**src/rtl/crosswalk_scheduler.sv**
```systemverilog
// crosswalk_scheduler
// Shares the single pedestrian walk phase among N_REQ crosswalk buttons.
// Button rises are latched as pending requests; the OR of them is presented
// to the intersection FSM as one walk request. When the FSM opens a walk
// phase, exactly one crosswalk is granted: starved (overdue) requests first,
// lowest index among them, otherwise round-robin from a rotating pointer.
// An emergency preempt suspends any grant without losing pending requests.
//
// Ports:
//   clk            system clock, rising edge
//   Reset_n        asynchronous active-low reset
//   Req            synchronized crosswalk buttons (level), rise = new request
//   Preempt        synchronized emergency override (level)
//   oneHz_enable   one-cycle aging tick
//   Walk_Start     one-cycle pulse, FSM entered the walk phase
//   Walk_Done      one-cycle pulse, FSM left the walk phase
//   Walk_Pending   OR of all pending requests
//   Walk_Grant     one-hot crosswalk being served, zero when none
//   Pending        latched request bits
//   Overdue        some pending request has waited MAX_WAIT ticks
//   Preempt_Active high while preempted
module crosswalk_scheduler #(
  parameter int N_REQ    = 4,
  parameter int MAX_WAIT = 15,
  parameter int WAIT_W   = 8
) (
  input  logic             clk,
  input  logic             Reset_n,
  input  logic [N_REQ-1:0] Req,
  input  logic             Preempt,
  input  logic             oneHz_enable,
  input  logic             Walk_Start,
  input  logic             Walk_Done,
  output logic             Walk_Pending,
  output logic [N_REQ-1:0] Walk_Grant,
  output logic [N_REQ-1:0] Pending,
  output logic             Overdue,
  output logic             Preempt_Active
);

  localparam int PTR_W = (N_REQ > 1) ? $clog2(N_REQ) : 1;
  localparam logic [WAIT_W-1:0] MAX_WAIT_C = WAIT_W'(MAX_WAIT);
  localparam logic [PTR_W-1:0]  LAST_IDX   = PTR_W'(N_REQ - 1);

  typedef enum logic [1:0] {
    ST_IDLE    = 2'd0,
    ST_GRANT   = 2'd1,
    ST_PREEMPT = 2'd2
  } state_t;

  state_t             state_r, state_next_s;
  logic [N_REQ-1:0]   req_q_r;
  logic [N_REQ-1:0]   pending_r, pending_next_s;
  logic [N_REQ-1:0]   grant_r, grant_next_s;
  logic [PTR_W-1:0]   ptr_r, ptr_next_s;
  logic [PTR_W-1:0]   win_idx_r, win_idx_next_s;
  logic [PTR_W-1:0]   sel_idx_s;
  logic [WAIT_W-1:0]  wait_r      [N_REQ];
  logic [WAIT_W-1:0]  wait_next_s [N_REQ];
  logic               preempt_active_r;
  logic [N_REQ-1:0]   rise_s;
  logic [N_REQ-1:0]   overdue_vec_s;
  logic               grant_done_s;

  // First set bit of vec found searching upward from start, wrapping at
  // N_REQ-1. Scanning offsets high-to-low lets the smallest offset win.
  function automatic logic [PTR_W-1:0] first_set_from(
    input logic [N_REQ-1:0] vec,
    input logic [PTR_W-1:0] start
  );
    logic [PTR_W-1:0] res;
    logic [PTR_W:0]   sum_v;
    res = start;
    for (int k = N_REQ - 1; k >= 0; k--) begin
      sum_v = {1'b0, start} + (PTR_W + 1)'(k);
      if (sum_v >= (PTR_W + 1)'(N_REQ)) begin
        sum_v = sum_v - (PTR_W + 1)'(N_REQ);
      end
      if (vec[sum_v[PTR_W-1:0]]) begin
        res = sum_v[PTR_W-1:0];
      end
    end
    return res;
  endfunction

  assign rise_s       = Req & ~req_q_r;
  assign grant_done_s = (state_r == ST_GRANT) && Walk_Done;

  // Overdue flags per request, and winner choice for a new walk phase.
  always_comb begin
    overdue_vec_s = '0;
    for (int i = 0; i < N_REQ; i++) begin
      overdue_vec_s[i] = pending_r[i] && (wait_r[i] == MAX_WAIT_C);
    end
    if (|overdue_vec_s) begin
      sel_idx_s = first_set_from(overdue_vec_s, '0);
    end else begin
      sel_idx_s = first_set_from(pending_r, ptr_r);
    end
  end

  // Next-state logic; Preempt dominates every other event.
  always_comb begin
    state_next_s = state_r;
    case (state_r)
      ST_IDLE: begin
        if (Preempt) begin
          state_next_s = ST_PREEMPT;
        end else if (Walk_Start && (|pending_r)) begin
          state_next_s = ST_GRANT;
        end else begin
          state_next_s = ST_IDLE;
        end
      end
      ST_GRANT: begin
        if (Preempt) begin
          state_next_s = ST_PREEMPT;
        end else if (Walk_Done) begin
          state_next_s = ST_IDLE;
        end else begin
          state_next_s = ST_GRANT;
        end
      end
      ST_PREEMPT: begin
        if (Preempt) begin
          state_next_s = ST_PREEMPT;
        end else begin
          state_next_s = ST_IDLE;
        end
      end
      default: begin
        state_next_s = ST_IDLE;
      end
    endcase
  end

  // Next values of pending bits, grant, pointer and wait counters.
  always_comb begin
    // The winner's own re-press during its grant is absorbed (grant_r is
    // zero outside GRANT); completion clears the winner after the OR.
    pending_next_s = (pending_r | (rise_s & ~grant_r))
                   & ~(grant_done_s ? grant_r : {N_REQ{1'b0}});

    if ((state_r == ST_IDLE) && (state_next_s == ST_GRANT)) begin
      grant_next_s   = N_REQ'(1) << sel_idx_s;
      win_idx_next_s = sel_idx_s;
    end else if ((state_r == ST_GRANT) && (state_next_s == ST_GRANT)) begin
      grant_next_s   = grant_r;
      win_idx_next_s = win_idx_r;
    end else begin
      grant_next_s   = '0;
      win_idx_next_s = win_idx_r;
    end

    if (grant_done_s) begin
      ptr_next_s = (win_idx_r == LAST_IDX) ? '0 : (win_idx_r + PTR_W'(1));
    end else begin
      ptr_next_s = ptr_r;
    end

    for (int i = 0; i < N_REQ; i++) begin
      if (!pending_r[i] || (grant_done_s && grant_r[i])) begin
        wait_next_s[i] = '0;
      end else if (oneHz_enable && !grant_r[i] && (state_r != ST_PREEMPT)
                   && (wait_r[i] != MAX_WAIT_C)) begin
        wait_next_s[i] = wait_r[i] + WAIT_W'(1);
      end else begin
        wait_next_s[i] = wait_r[i];
      end
    end
  end

  // State register.
  always_ff @(posedge clk or negedge Reset_n) begin
    if (!Reset_n) begin
      state_r <= ST_IDLE;
    end else begin
      state_r <= state_next_s;
    end
  end

  // Datapath and registered output registers.
  always_ff @(posedge clk or negedge Reset_n) begin
    if (!Reset_n) begin
      req_q_r          <= '0;
      pending_r        <= '0;
      grant_r          <= '0;
      ptr_r            <= '0;
      win_idx_r        <= '0;
      preempt_active_r <= 1'b0;
      for (int i = 0; i < N_REQ; i++) begin
        wait_r[i] <= '0;
      end
    end else begin
      req_q_r          <= Req;
      pending_r        <= pending_next_s;
      grant_r          <= grant_next_s;
      ptr_r            <= ptr_next_s;
      win_idx_r        <= win_idx_next_s;
      preempt_active_r <= (state_next_s == ST_PREEMPT);
      for (int i = 0; i < N_REQ; i++) begin
        wait_r[i] <= wait_next_s[i];
      end
    end
  end

  assign Walk_Pending   = |pending_r;
  assign Overdue        = |overdue_vec_s;
  assign Walk_Grant     = grant_r;
  assign Pending        = pending_r;
  assign Preempt_Active = preempt_active_r;

endmodule
```
**config.mk**
```make
export PLATFORM = sky130hd
export DESIGN_NAME = crosswalk_scheduler
export DESIGN_NICKNAME = d
export VERILOG_FILES = /design/src/rtl/crosswalk_scheduler.sv
export SDC_FILE = /design/constraint.sdc
export NUM_CORES = 1
export LEC_CHECK = 0
export BUFFER_PORTS_ARGS = -buffer_cell sky130_fd_sc_hd__buf_2
export CELL_PAD_IN_SITES_DETAIL_PLACEMENT = 1
export CELL_PAD_IN_SITES_GLOBAL_PLACEMENT = 2
export CORE_MARGIN = 5
export CORE_UTILIZATION = 41
export DETAILED_ROUTE_END_ITERATION = 7
export GPL_TIMING_DRIVEN = 0
export HOLD_SLACK_MARGIN = 0.03
export PLACE_DENSITY = 0.8
export SLEW_MARGIN = 40
export SYNTH_ARGS = -nofsm -noshare
export SYNTH_HDL_FRONTEND = slang
export SYNTH_SLANG_ARGS = --single-unit
```
**constraint.sdc**
```tcl
create_clock -name clk -period 5.5 [get_ports clk]
set_clock_uncertainty 0.2 [all_clocks]
set_input_delay 0.275 -clock clk [delete_from_list [all_inputs] [get_ports clk]]
set_output_delay 0.275 -clock clk [all_outputs]
set_load 0.01 [all_outputs]
```
Yosys cells after proc, flatten, opt, wreduce, memory -nomap -nowiden

Index checks and enable logic that the tools add are counted.
W data, S select, Z words.

Bitwise gates (word level): 7
$add $sub $neg: 12
Equal/unequal tests: 15
Order comparisons: 8
Reduce and logical (&&, ||, !) cells: 43
Muxes and demuxes: 43
Shift-type cells: 1

Operators by type and width:

| cell                  | count |
|---|---|
| $mux W8               | 8 |
| $mux W2               | 21 |
| $add A8 B1 Y8 const B | 4 |
| $eq A8 B4 Y1 const B  | 4 |
| $ne A8 B4 Y1 const B  | 4 |
| $logic_and A1 B1 Y1   | 24 |
| $and A4 B4 Y4         | 3 |
| $lt A2 B3 Y1 const B  | 4 |
| $mux W4               | 3 |
| $not A4 Y4            | 3 |
| $ge A3 B3 Y1 const B  | 3 |
| $bmux W1 S2           | 4 |
| $logic_not A1 Y1      | 8 |
| $reduce_bool A2 Y1    | 4 |
| $reduce_or A4 Y1      | 2 |
| $sub A2 B1 Y2 const B | 4 |
| $add A2 B2 Y3 const B | 2 |
| $eq A2 B2 Y1 const B  | 3 |
| $mux W1               | 6 |
| $pmux W2 S3           | 1 |
| $eq A2 B1 Y1 const B  | 2 |
| $logic_or A1 B1 Y1    | 4 |
| $ne A2 B2 Y1 const B  | 2 |
| $or A4 B4 Y4          | 1 |
| 5 further kinds       | 5 |

Output and inout bits: 11
Logic and storage cells: 140
Flip-flop bits (word level): 51

Logic depth before layout (Yosys ltp)

Depth in word-level cells: 13
Depth in mapped cells: 6

Least setup slack after synthesis

No wires, ideal clock.

Path type: reg-to-reg
Start point: register wait_r[8] (netlist bit)
End point: register win_idx_r[0]
Buffers on the path: 0
Cell stages (with the launch flop): 7
Required time: 5,175 ps
Library setup time: 125 ps
Path slack: 3,303 ps
Arrival: 1,872 ps
Path through: dfrtp_1 > ha_1 > nand4b_1 > or4_4 > nor3b_1 > o31a_1 > mux2_2

Longest elaborated chain between the ends: 6
Elaborated cells between the ends (all ways): 7

RTL lines:

| what                              | RTL line | source |
|---|---|---|
| from (decl)                       | 58       | `logic [WAIT_W-1:0] wait_r [N_REQ];` |
| from (signal, indexed assignment) | 202      | `wait_r[i] <= wait_next_s[i];` |
| $eq A8 B4 Y1 *                    | 93       | `overdue_vec_s[i] = pending_r[i] && (wait_r[i] == MAX_WAIT_C);` |
| $logic_and A1 B1 Y1 *             | 93       |  |
| $mux W2 (3 in series)             | 79       | `if (vec[sum_v[PTR_W-1:0]]) begin` |
| $mux W2 *                         | 95       | `if (\|overdue_vec_s) begin` |
| to (signal assigned)              | 199      | `win_idx_r <= win_idx_next_s;` |
| to (decl)                         | 56       | `logic [PTR_W-1:0] win_idx_r, win_idx_next_s;` |

Mark *: on every way between the ends. The rest lies on a longest branch, timed or not.
A chain may end at the register's enable or synchronous reset.

Final worst setup path

Start point: register wait_r[24] (netlist bit)
End point: output port Overdue

Longest elaborated chain between the ends: 3

RTL lines:

| what                | RTL line | source |
|---|---|---|
| $eq A8 B4 Y1        | 93       |  |
| $logic_and A1 B1 Y1 | 93       |  |
| $reduce_or A4 Y1    | 208      | `assign Overdue = \|overdue_vec_s;` |
| to (decl)           | 37       | `output logic Overdue,` |

Every way passes these cells.

==> metrics.txt <==
Compound-Gate Fraction of Synth Area 0.112; post-DR wirelength/cell 16.1 um; Top delay family on crit path compound AO/OA/AOI/OAI gates; clk_lat worst skew 0.31 ns; H-tree lvl count 2; terminus of the critical flop-to-flop path Walk_Grant[1]; largest family of logic cells by synthesized area simple AND/OR/NAND/NOR gates; Final Hold Viols 0; CP max-delay cell dfrtp_1; Setup Viol. Count Final 0; Post-CTS Repair Setup Buffers 0; top cells by count, synth dfrtp_1, nor2_1, nand2_1; Syn Area/Cell 10.0 sq um; GR Util All Layers 0.166; Starting DRT DRC Count 54; clk slew on worst S/H paths 0.10 ns; Synth area leader dfrtp_1; flop-to-flop setup slack 3.09 ns; Clk Tree Root Cell clkbuf_8; antenna violations before repair 0; crit path kind reg -> out; CP Data Arrival Time 1.95 ns; largest net degree at the start of global routing 52; outcome completed; Rows 28; sequential fraction of the synthesis area 0.496; Fill cells 716; CTS tree yes; Die Span X 89.3 um; Post-Synth XOR/XNOR Area 0.0782; Reg area 0.00128 sq mm; final std cells w/o fill 366; post-CTS resize count 0; ys flop type dfrtp_1; io pins 21; # DRC 0; Crit. End Element output pin; Syn Inst Count 257; WL met2 2690 um; WHS 0.0499 ns; Leak Pwr 1.34 nW; RSZ-0062 raised after global routing no; Worst-Margin Slew 0.681 ns; Async S/R FF share, synth 1.00; nets 305; Starting Density 0.427; first-pass GRT wire length 10200 um; number of global-route vias before repair 2123; layout overhead on the synthesized area 14.2%; GP Congestion 0.762; Vias 2009; Max Clk Rate 413 MHz; Yosys cell types 47; Clock Path Buffers 2; setup_tns 0 ns; post-synth top area share 0.496; mux cell area share after synthesis 0.0204; Syn Nets 272; register bit total from synthesis 51; max incr delay on CP 0.42 ns; CP bufs+invs 1; share of cells above drive strength 1 0.155; Max Cap Viol 0; Synth Area in Adders 0.0243; number of clock sinks 51; placed cell count 352; Post-synth EDFFs 0; hold_buf cts 6; fin crit share 0.440; drt total wl 5890 um; Cell Area, Synth 0.00257 sq mm; Hold Path Sink state_r[0]; Synth Area in Simple Gates 0.249; n_diodes 0; cells along the critical path ha_1, and2_1, and4b_1, a21oi_1, o211ai_1, buf_2; minimum clock period 2.42 ns; I/O Buffers 20; Final Cell Area 0.00294 sq mm; routed vias/inst 5.49; TritonRoute pass-1 iters 5; count leader, synth dfrtp_1; Inserted Clock Buffers 5; Routed Antenna Nets 0; metal1 wirelength 3020 um; Core ar. 0.00603 sq mm; Area contributors post-synth dfrtp_1, xor2_1, nor2_1; Synth Warn # 0; slew margin rel. 0.543; Multi-input gate area 0.00125 sq mm; FF-to-FF Start wait_r[8]; Hold Path Class in -> reg; R2R depth 6; largest fanout on the critical path 7; PD cells 378 mW/mm^2; DIE AREA 0.00797 sq mm; placed cell area 0.00278 sq mm; Cells on Worst Hold Path 3; Peak supply drop 0.000205 V; critical path startpoint category flip-flop; Worst Path Required 5.03 ns; max-slew violation count 0; global route overflow 0; Max Used Layer met4; WL met3 114 um; Hold Crit Start Walk_Start; Die Ht 89.3 um; DPL Wire Length 4130 um
## routing by layer
metal / vias up / global-route usage
li1: 984 / -
met1: 997 / 0.223
met2: 22 / 0.271
met3: 6 / 0.0313
met4: 0 / 0.0487
met5: - / 0
## kinds of logic after synthesis
family                   Yosys count
multiplexers                       5
AO/OA/AOI/OAI                     41
AND/OR/NAND/NOR                  119
buffers and inverters             13
adder cells (fa/ha/maj)            5
flip-flops                        51
XOR/XNOR                          23
## state kept, by name, summed over array words and instances, names as in the netlist
| register | cells |
|---|---|
| Pending | 4 |
| win_idx_r | 2 |
| state_r | 2 |
| wait_r | 32 |
| req_q_r | 4 |
| ptr_r | 2 |
| Walk_Grant | 4 |
| Preempt_Active | 1 |
## report_power, final
part	total [mW]	internal [mW]	switching [mW]
Clock	0.235	0.103	0.132
Sequential	0.564	0.466	0.0978
Combinational	0.312	0.146	0.166
Total	1.11	0.716	0.396
## final cells by class
class / count / area share
sequential: 51 / 0.434
multi-input combinational: 193 / 0.427
timing repair buffer: 26 / 0.0553
tap: 75 / 0.0319
clock buffer: 6 / 0.0281
inverter: 10 / 0.0128
clock inverter: 2 / 0.00553
buffer: 3 / 0.00553
## worst max path at each step
stage,start,slack [ns],endpoint,cells after the start
floorplan,wait_r[8],3.30,win_idx_r[0],6
global placement,wait_r[8],3.10,Walk_Grant[1],6
detailed placement,wait_r[8],3.10,Walk_Grant[1],6
CTS,wait_r[24],3.07,Overdue,6
global route,wait_r[24],2.94,Overdue,6
finish,wait_r[24],3.08,Overdue,6
## stage by stage
step                      power (mW)  worst slack, ns   util
after floorplan                0.784             3.30      -
after global placement         0.870             3.10  0.460
after detailed placement       0.885             3.10  0.461
after CTS                       1.13             3.07  0.487
after global routing            1.20             2.94  0.488
final                           1.11             3.08  0.488
## worst reg2reg max path, delay by kind of cell, from the launching register on
family | cells | cell delay [ns]
fa+ha+maj | 1 | 0.22
simple gates | 3 | 0.83
flops | 1 | 0.40
compound gates | 2 | 0.65
## cells in the final DEF, fill, tap and decap left out, types with 3 or more instances in the layout
cell type / n
dfrtp_1: 51
nor2_1: 32
nand2_1: 21
buf_2: 20
xor2_1: 18
nand4_1: 12
inv_1: 10
nand3_1: 8
a21oi_1: 8
and2_1: 7
clkbuf_8: 6
dlygate4sd3_1: 6
nor3_1: 5
xnor2_1: 5
o21ai_0: 5
and3_1: 5
ha_1: 5
nand2b_1: 4
a211oi_1: 4
or3_1: 4
o21ai_1: 3
nand4b_1: 3
mux2i_1: 3
o31ai_1: 3
Note: power is estimated with default switching activity, not from simulation.
